==> config.mk <==
export PLATFORM = sky130hd
export DESIGN_NAME = seg_display_scan_flat
export DESIGN_NICKNAME = d
export VERILOG_FILES = /design/src/rtl/seg_display_if.sv /design/src/rtl/seg_display_scan.sv /design/src/flat_wrapper.sv
export SDC_FILE = /design/constraint.sdc
export NUM_CORES = 1
export LEC_CHECK = 0
export CORE_UTILIZATION = 55
export DETAILED_ROUTE_END_ITERATION = 16
export HOLD_SLACK_MARGIN = 0.08
export PLACE_DENSITY_LB_ADDON = 0.2
export SLEW_MARGIN = 20
export SYNTH_ARGS = -nofsm -noshare
export SYNTH_HDL_FRONTEND = slang
export SYNTH_SLANG_ARGS = --single-unit
==> constraint.sdc <==
create_clock -name clk -period 5.8 [get_ports clk]
set_input_delay 0.87 -clock clk [delete_from_list [all_inputs] [get_ports clk]]
set_output_delay 0.87 -clock clk [all_outputs]
set_load 0.03 [all_outputs]
==> src/rtl/seg_display_if.sv <==
// Core-side bundle for the 7-segment scanner: display data and controls in,
// anode/cathode/dp pin drives and the frame boundary pulse out.
interface seg_display_if #(
    parameter int DIGITS      = 4,
    parameter int BRIGHT_BITS = 4
);
    logic                   enable;
    logic [4*DIGITS-1:0]    numbers;
    logic [DIGITS-1:0]      dots;
    logic [DIGITS-1:0]      blink;
    logic                   lz_blank;
    logic [BRIGHT_BITS-1:0] brightness;
    logic [DIGITS-1:0]      anodes;
    logic [6:0]             catodes;
    logic                   dp;
    logic                   frame_done;

    modport master (
        output enable, numbers, dots, blink, lz_blank, brightness,
        input  anodes, catodes, dp, frame_done
    );

    modport slave (
        input  enable, numbers, dots, blink, lz_blank, brightness,
        output anodes, catodes, dp, frame_done
    );
endinterface

==> src/rtl/seg_display_scan.sv <==
// Time-multiplexed common-anode 7-segment scanner with per-digit decimal
// points and blink, leading-zero blanking, PWM dimming and frame-latched data.
module seg_display_scan #(
    parameter int DIGITS         = 4,
    parameter int REFRESH_CYCLES = 25000,
    parameter int BLINK_CYCLES   = 25000000,
    parameter int BRIGHT_BITS    = 4
) (
    input logic         clk,
    input logic         rst,
    seg_display_if.slave bus
);
    localparam int IDX_W = $clog2(DIGITS);
    localparam int REF_W = $clog2(REFRESH_CYCLES);
    localparam int BLK_W = $clog2(BLINK_CYCLES);

    localparam logic [IDX_W-1:0] IDX_LAST = IDX_W'(DIGITS - 1);
    localparam logic [REF_W-1:0] REF_LAST = REF_W'(REFRESH_CYCLES - 1);
    localparam logic [BLK_W-1:0] BLK_LAST = BLK_W'(BLINK_CYCLES - 1);
    localparam logic [BLK_W-1:0] BLK_HALF = BLK_W'(BLINK_CYCLES / 2);

    logic [REF_W-1:0]          refresh_cnt;
    logic [BLK_W-1:0]          blink_cnt;
    logic [BRIGHT_BITS-1:0]    pwm_cnt;
    logic [IDX_W-1:0]          idx;

    logic [DIGITS-1:0][3:0]    sh_nib;
    logic [DIGITS-1:0]         sh_dots;
    logic [DIGITS-1:0]         sh_blink;
    logic                      sh_lz;

    logic [DIGITS-1:0]         anodes_q;
    logic [6:0]                catodes_q;
    logic                      dp_q;
    logic                      frame_done_q;

    logic                      tick;
    logic                      frame_tick;
    logic                      blink_off;
    logic                      pwm_on;
    logic                      zeros_above;
    logic [DIGITS-1:0]         blank;
    logic [DIGITS-1:0]         anodes_next;
    logic [6:0]                catodes_next;

    function automatic logic [6:0] seg_decode(input logic [3:0] nib);
        case (nib)
            4'h0: return 7'b0000001;
            4'h1: return 7'b1001111;
            4'h2: return 7'b0010010;
            4'h3: return 7'b0000110;
            4'h4: return 7'b1001100;
            4'h5: return 7'b0100100;
            4'h6: return 7'b0100000;
            4'h7: return 7'b0001111;
            4'h8: return 7'b0000000;
            4'h9: return 7'b0000100;
            4'hA: return 7'b0001000;
            4'hB: return 7'b1100000;
            4'hC: return 7'b0110001;
            4'hD: return 7'b1000010;
            4'hE: return 7'b0110000;
            default: return 7'b0111000;
        endcase
    endfunction

    assign tick       = (refresh_cnt == REF_LAST);
    assign frame_tick = tick && (idx == IDX_LAST);
    assign blink_off  = (blink_cnt < BLK_HALF);
    assign pwm_on     = (pwm_cnt <= bus.brightness);

    // A digit is blank when it and every more-significant nibble are zero;
    // digit 0 always shows so a zero value still reads "0".
    // NOTE: every always_comb output gets a default first so no latch is inferred.
    always_comb begin
        zeros_above = 1'b1;
        blank       = '0;
        for (int i = DIGITS - 1; i >= 0; i--) begin
            zeros_above = zeros_above & (sh_nib[i] == 4'h0);
            if (i != 0) blank[i] = sh_lz & zeros_above;
        end
    end

    always_comb begin
        anodes_next  = '1;
        catodes_next = blank[idx] ? 7'b1111111 : seg_decode(sh_nib[idx]);
        if (bus.enable && pwm_on && !(sh_blink[idx] && blink_off))
            anodes_next[idx] = 1'b0;
    end

    // NOTE: sequential state uses non-blocking assignments so every register
    // samples the pre-edge values, independent of statement order.
    always_ff @(posedge clk or posedge rst) begin
        if (rst) begin
            refresh_cnt  <= '0;
            blink_cnt    <= '0;
            pwm_cnt      <= '0;
            idx          <= '0;
            sh_nib       <= '0;
            sh_dots      <= '0;
            sh_blink     <= '0;
            sh_lz        <= 1'b0;
            anodes_q     <= '1;
            catodes_q    <= 7'b1111111;
            dp_q         <= 1'b1;
            frame_done_q <= 1'b0;
        end else begin
            refresh_cnt <= tick ? '0 : refresh_cnt + 1'b1;
            blink_cnt   <= (blink_cnt == BLK_LAST) ? '0 : blink_cnt + 1'b1;
            pwm_cnt     <= pwm_cnt + 1'b1;
            if (tick)
                idx <= (idx == IDX_LAST) ? '0 : idx + 1'b1;

            // Inputs are only taken at the frame boundary, so a frame never tears.
            if (frame_tick) begin
                sh_nib   <= bus.numbers;
                sh_dots  <= bus.dots;
                sh_blink <= bus.blink;
                sh_lz    <= bus.lz_blank;
            end

            frame_done_q <= frame_tick;
            anodes_q     <= anodes_next;
            catodes_q    <= catodes_next;
            dp_q         <= ~sh_dots[idx];
        end
    end

    assign bus.anodes     = anodes_q;
    assign bus.catodes    = catodes_q;
    assign bus.dp         = dp_q;
    assign bus.frame_done = frame_done_q;
endmodule

==> src/flat_wrapper.sv <==
// flat-port wrapper written by rule: the top's interface ports become plain ports
module seg_display_scan_flat 
#(
    parameter int DIGITS         = 4,
    parameter int REFRESH_CYCLES = 25000,
    parameter int BLINK_CYCLES   = 25000000,
    parameter int BRIGHT_BITS    = 4
)
  (clk, rst, bus_enable, bus_numbers, bus_dots, bus_blink, bus_lz_blank, bus_brightness, bus_anodes, bus_catodes, bus_dp, bus_frame_done);
  seg_display_if #(.DIGITS(DIGITS), .BRIGHT_BITS(BRIGHT_BITS)) bus_i ();
  input logic clk;
  input logic rst;
  input wire logic [$bits(bus_i.enable)-1:0] bus_enable;
  input wire logic [$bits(bus_i.numbers)-1:0] bus_numbers;
  input wire logic [$bits(bus_i.dots)-1:0] bus_dots;
  input wire logic [$bits(bus_i.blink)-1:0] bus_blink;
  input wire logic [$bits(bus_i.lz_blank)-1:0] bus_lz_blank;
  input wire logic [$bits(bus_i.brightness)-1:0] bus_brightness;
  output wire logic [$bits(bus_i.anodes)-1:0] bus_anodes;
  output wire logic [$bits(bus_i.catodes)-1:0] bus_catodes;
  output wire logic [$bits(bus_i.dp)-1:0] bus_dp;
  output wire logic [$bits(bus_i.frame_done)-1:0] bus_frame_done;
  assign bus_i.enable = bus_enable;
  assign bus_i.numbers = bus_numbers;
  assign bus_i.dots = bus_dots;
  assign bus_i.blink = bus_blink;
  assign bus_i.lz_blank = bus_lz_blank;
  assign bus_i.brightness = bus_brightness;
  assign bus_anodes = bus_i.anodes;
  assign bus_catodes = bus_i.catodes;
  assign bus_dp = bus_i.dp;
  assign bus_frame_done = bus_i.frame_done;
  seg_display_scan #(.DIGITS(DIGITS), .REFRESH_CYCLES(REFRESH_CYCLES), .BLINK_CYCLES(BLINK_CYCLES), .BRIGHT_BITS(BRIGHT_BITS)) u_core (.clk(clk), .rst(rst), .bus(bus_i));
endmodule
==> flow_summary.toml, run 1 <==
[outcome]
run_status = "finished, final reports clean"

[clock_network]
cts_setup_buffers = 0
cts_made_buffers = 9
cts_sinks = 84
htree_levels = 3
cts_tree = "yes"
post_cts_resized = 0
cts_root_buf = "clkbuf_8"
clkTransAtPathRegs_ps = 80
clkLatencyLatePin_ps = 360
hold_buffers = 0
cts.path.max_buffers = 2

[synthesis]
syn_inst = 352
yosysMostFrequentCell = "dfrtp_1"
synthTopCellsByCount = "dfrtp_1, nor2_1, nand3_1, nand2_1, xor2_1"
synthXorXnorAreaFrac = 0.0759
yosys_warnings = 0
synth-simple-area-share = 0.161
synth_top_family_by_area = "simple AND/OR/NAND/NOR gates"
synth_compound_area_frac = 0.0443
synth_top_area_cell = "dfrtp_1"
syn-num-nets = 401
syn_area_um2 = 4150
synth_edf_count = 0
syn_area_per_cell_um2 = 11.8
ys.flop_type = "dfrtp_1"
ys_ff_latch = 84
synthMuxAreaShare = 0.132
synth_top_cell_area_share = 0.434
synth-async-reset-ratio = 1.00
yosys-top-cells-area = "dfrtp_1, dfstp_2, mux2_4"
ys_seq_area_frac = 0.510
yosysUniqueCellTypes = 49
synthAdderAreaFrac = 0.0512

[power]
seq_power_share = 0.543
switching_share = 0.241
power_frac_clock = 0.372
vdd_drop_max_uv = 159
pwr_density_cell_nw_per_um2 = 231
power_frac_comb = 0.084
p_switching_w = 0.000272
p_leak_nw = 2.20
internal-power_w = 0.000854

[timing]
max_freq_mhz = 401
finalSetupTns_ps = 0
fin_crit_sh = 0.430
period_minus_slack_ps = 2490
fin_skew_ps = 13.0
finalHoldViolCount = 0
grt_setup_unrepaired = "false"
finalMaxSlewViolations = 0
worst_slew_pin_slew_ps = 753
fin_ws_ps = 3310
setup_viol = 0
slew_headroom = 0.494

[grt]
grt_overflow = 0
grt_pass1_wl_um = 13300
antenna_found_initial = 0
grt.total_usage = 0.224
grt_max_degree = 56
grt_pass1_vias = 2726

[detailed_routing]
drtAntennaViolNets = 0
vias_per_cell = 5.48
routed_wl_um = 7770
drc = 0
wl_per_cell_um = 15.4
vias = 2765
first_iter_violations = 142
dr.pass1.iters = 4

[setup_path]
crit_type = "reg -> reg"
rr_worst_depth = 5
cp_max_fo = 26
crit_family = "simple AND/OR/NAND/NOR gates"
cp.depth = 5
crit_slowest_cell = "nor4_4"
critPathMaxStageDelay_ps = 710
arrival_ps = 2740
endpoint_kind = "flop"
startpoint_type = "flop"
required_ps = 6040
crit_buf_inv = 0
worstPathCellList = "nor4_1 > nand2_1 > nor4_4 > nand2_4 > mux2_4"

[finish]
nFillCells = 590
fin_nets = 450
area_growth_syn_to_layout_pct = 17.4
postLayoutCellArea_um2 = 4870
diodes = 0
drive_gt1_frac = 0.170
multi_input_area_um2 = 1930
final-seq-area_um2 = 2120

[min_path]
hold_depth = 1
min_path_type = "reg -> reg"

[run]
max_cap_viol_count = 0

[floorplan]
design.core.area_um2 = 7290
num_rows = 31
num_io_pins = 45
die_height_um = 88.9
die-area_um2 = 7900
die-width_um = 88.9
start_util = 0.569

[placement]
io_buffers = 44
hpwl_um = 5600
placedInstanceArea_um2 = 4680
place_congestion = 0.810
dpl_worst_slack_ps = 3200
area by class of cell:
cell class	instances	area share
Clock buffer	9	0.0254
Clock inverter	7	0.0154
Inverter	15	0.0118
Multi-Input combinational cell	246	0.396
Sequential cell	84	0.434
Tap cell	99	0.0254
Timing Repair Buffer	45	0.0919
flip-flops by register name (all words and copies together) (netlist names):
name,cells
u_core.pwm_cnt,4
u_core.blink_cnt,25
u_core.bus.catodes,7
u_core.refresh_cnt,15
u_core.sh_blink,4
u_core.sh_nib,16
u_core.sh_dots,4
u_core.bus.frame_done,1
u_core.bus.dp,1
u_core.bus.anodes,4
u_core.idx,2
u_core.sh_lz,1
through the flow:
| step | hold slack (ps) | instances | total power (W) | util |
|---|---|---|---|---|
| 2_1_floorplan | 440 | 352 | 0.000674 | - |
| 3_3_place_gp | 463 | 489 | 0.000715 | 0.641 |
| 3_5_place_dp | 476 | 489 | 0.000719 | 0.641 |
| 4_1_cts | 488 | 505 | 0.00114 | 0.668 |
| 5_1_grt | 508 | 505 | 0.00117 | 0.668 |
| 6_report | 480 | 505 | 0.00113 | 0.668 |
layer usage:
| metal | GRT usage | share of wire | up-vias |
|---|---|---|---|
| met5 | 0 | 0 | - |
| met4 | 0.0748 | 0.013 | 0 |
| met3 | 0.0499 | 0.034 | 7 |
| met2 | 0.336 | 0.47 | 48 |
| met1 | 0.326 | 0.49 | 1374 |
| li1 | - | - | 1336 |
cells by family (layout without fill, tap and decap cells):
kind of cell	Yosys count	count (layout)
compound gates	30	30
xor+xnor	36	36
fa+ha+maj	17	17
buf+inv	22	76
flops	84	84
mux	39	39
simple gates	124	124
worst reg2reg max path, stage by stage (launching register included):
cell and delay [ps]:
dfrtp_1 430, nor4_1 280, nand2_1 130, nor4_4 710
nand2_4 420, mux2_4 430
power groups by stage:
stage	logic, W	clock network (W)	registers, W
final	0.0000948	0.000419	0.000612
after detailed placement	0.0000959	0	0.000623
after floorplan	0.0000430	0	0.000631
after CTS	0.0000964	0.000429	0.000611
after global routing	0.000104	0.000456	0.000613
after global placement	0.0000933	0	0.000622
cell usage in the layout, fill, tap and decap left out, drive strengths merged, types with 4 or more instances in the layout:
master	netlist	layout
and3	6	6
inv	15	16
nand2	25	25
nor4	7	7
clkbuf	2	9
mux2i	8	8
xnor2	16	16
nand4	8	8
mux2	27	27
dfstp	12	12
mux4	4	4
o21ai	9	9
dfrtp	72	72
nand3	27	27
xor2	20	20
nor3	4	4
ha	17	17
a21oi	8	8
clkdlybuf4s50	0	44
nor2	28	28
final timing paths:
kind,startpoint,end,slack (ps)
worst max-delay path,u_core.refresh_cnt[6]$_DFF_PP0_,u_core.sh_nib[0]$_DFFE_PP0P_,3310
worst min-delay path,u_core.pwm_cnt[0]$_DFF_PP0_,u_core.pwm_cnt[0]$_DFF_PP0_,480
worst max register to register,u_core.refresh_cnt[6]$_DFF_PP0_,u_core.sh_nib[0]$_DFFE_PP0P_,3310
worst min register to register,u_core.pwm_cnt[0]$_DFF_PP0_,u_core.pwm_cnt[0]$_DFF_PP0_,480
max in group asynchronous,rst,u_core.sh_nib[7]$_DFFE_PP0P_,3900
min in group asynchronous,rst,u_core.blink_cnt[13]$_DFF_PP0_,850
(Power assumes the default switching activity.)
==> run 2: changes to the inputs <==
- CORE_UTILIZATION: 55 -> 51
- clock period: 5.8 -> 2.2 ns (I/O delays scaled with it)
==> run 2 against run 1 <==
  * Clock skew shrank 7.6 ps
  * Via count grew 1.9%
  * Sequential share of layout area shrank 1.1 points
  * Worst hold slack lost 27 ps
  * Cell area grew 2.6%
  * First-iteration DRC count shrank 11%
  * Clock power grew to 2.8 times the previous value
  * Critical path type unchanged
  * Highest routed layer unchanged
  * Critical endpoint is now u_core.bus.catodes[6]$_DFF_PP1_
  * Register-to-register slack lost 3200 ps
  * Sequential power grew to 2.6 times the previous value
  * Setup slack lost 3200 ps
==> flow_summary.toml, run 2 (synthesis results as in run 1) <==
[finish]
regMostFlops = "u_core.blink_cnt"
diodes = 0
postLayoutCellArea_um2 = 5000
area_growth_syn_to_layout_pct = 20.5
largestRegisters = "u_core.blink_cnt: 25 flops, u_core.sh_nib: 16 flops, u_core.refresh_cnt: 15 flops"
nFillCells = 612
fin_cells = 520
drive_gt1_frac = 0.191
fin_nets = 462
final_cell_mix = "dfrtp_1, clkdlybuf4s50_1, nor2_1, nand3_1, nand2_1"
final-seq-area_um2 = 2120
utilization = 0.641
largest_reg_flops = 25
final_common_cell = "dfrtp_1"
multi_input_area_um2 = 1930

[setup_path]
cp_max_fo = 10
crit_type = "reg -> reg"
startpoint_type = "flop"
arrival_ps = 2300
rr_worst_depth = 7
required_ps = 2450
critPathMaxStageDelay_ps = 590
worstPathCellList = "mux4_2 > inv_1 > ha_1 > nor3b_1 > nor3_1 > a21oi_1 > o21ai_0"
crit_slowest_cell = "dfrtp_1"
endpoint_kind = "flop"

[grt]
grt_max_degree = 85
grt_pass1_wl_um = 13600
grt_overflow = 0
grt.total_usage = 0.205
antenna_found_initial = 0
grt_pass1_vias = 2903

[timing]
period_minus_slack_ps = 2050
fin_crit_sh = 0.930
slew_headroom = 0.642
worst_slew_pin_slew_ps = 534
max_freq_mhz = 489
finalMaxSlewViolations = 0
finalHoldViolCount = 0
fin_ws_ps = 153
fin_skew_ps = 5.37
setup_viol = 0
grt_setup_unrepaired = "false"
finalSetupTns_ps = 0

[clock_network]
htree_levels = 3
cts_setup_buffers = 0
hold_buffers = 0
clkLatencyLatePin_ps = 340
cts_tree = "yes"
cts_made_buffers = 9
cts.path.max_buffers = 2
cts_root_buf = "clkbuf_8"
clkTransAtPathRegs_ps = 80
cts_sinks = 84
post_cts_resized = 0

[detailed_routing]
vias_per_cell = 5.42
dr.pass1.iters = 4
drtAntennaViolNets = 0
first_iter_violations = 127
drc = 0
routed_wl_um = 7710
wl_per_cell_um = 14.8
vias = 2818

[power]
p_leak_nw = 2.27
pwr_density_cell_nw_per_um2 = 611
power_frac_comb = 0.084
internal-power_w = 0.00240
p_switching_w = 0.000661
seq_power_share = 0.527
vdd_drop_max_uv = 409
switching_share = 0.216
power_frac_clock = 0.389

[floorplan]
design.core.area_um2 = 7810
start_util = 0.532
num_io_pins = 45
num_rows = 32
die-width_um = 92.2
die-area_um2 = 8510
die_height_um = 92.2

[placement]
dpl_worst_slack_ps = 169
place_congestion = 0.866
hpwl_um = 5480
dp_cells = 504
placedInstanceArea_um2 = 4780
io_buffers = 44

[min_path]
min_path_type = "in -> async"

[outcome]
run_status = "finished, final reports clean"

[run]
max_cap_viol_count = 0
-- run 2: cell count changes in the layout (fill, tap and decap cells not counted) --
cell        delta
buf_4         +11
clkbuf_1       +2
inv_6          -2
buf_12         +1
bufinv_16      +1
clkbuf_8       +1
clkinv_2       -1
clkinvlp_4     -1
dfrtp_1        -1
dfrtp_2        +1
-- run 2: cell type report --
class | instances | share of cell area
clock buffers | 12 | 0.0290
clock inverters | 4 | 0.0145
inverters | 15 | 0.0120
multi-input cells | 246 | 0.386
flip-flops and latches | 84 | 0.423
well taps | 102 | 0.0255
repair buffers | 57 | 0.110
-- run 2: worst paths after layout --
kind | end | startpoint | slack (ps)
max | u_core.bus.catodes[6]$_DFF_PP1_ | u_core.idx[1]$_DFFE_PP0N_ | 150
min | u_core.blink_cnt[2]$_DFF_PP0_ | rst | 450
max reg2reg | u_core.bus.catodes[6]$_DFF_PP1_ | u_core.idx[1]$_DFFE_PP0N_ | 150
min reg2reg | u_core.blink_cnt[4]$_DFF_PP0_ | u_core.blink_cnt[4]$_DFF_PP0_ | 480
max in group asynchronous | u_core.bus.catodes[6]$_DFF_PP1_ | rst | 1380
min in group clk | u_core.blink_cnt[4]$_DFF_PP0_ | u_core.blink_cnt[4]$_DFF_PP0_ | 480
-- run 2: routing by layer --
metal	vias to the layer above	routed length (um)	GRT usage
li1	1363	-	-
met2	51	3520	0.314
met1	1397	3880	0.294
met3	7	229	0.0464
met4	0	80	0.0560
met5	-	0	0
-- run 2: power groups by stage --
stage | Clock (W) | Combinational [W] | Sequential (W)
final | 0.00119 | 0.000257 | 0.00161
after global routing | 0.00130 | 0.000283 | 0.00162
after floorplan | 0 | 0.000114 | 0.00166
after global placement | 0 | 0.000254 | 0.00164
after detailed placement | 0 | 0.000260 | 0.00164
after CTS | 0.00123 | 0.000261 | 0.00161
-- run 2: worst max-delay path: cells and delay by family (launching register included) --
family | cells | cell delay [ps]
AND/OR/NAND/NOR | 2 | 290
buffers and inverters | 1 | 160
adder cells (fa/ha/maj) | 1 | 240
flip-flops | 1 | 590
AO/OA/AOI/OAI | 2 | 250
multiplexers | 1 | 430
-- run 2: metrics by stage --
| stage | hold slack [ps] | power [W] |
|---|---|---|
| floorplan | 440 | 0.00178 |
| global placement | 463 | 0.00189 |
| detailed placement | 468 | 0.00190 |
| CTS | 469 | 0.00310 |
| global route | 477 | 0.00320 |
| finish | 453 | 0.00306 |
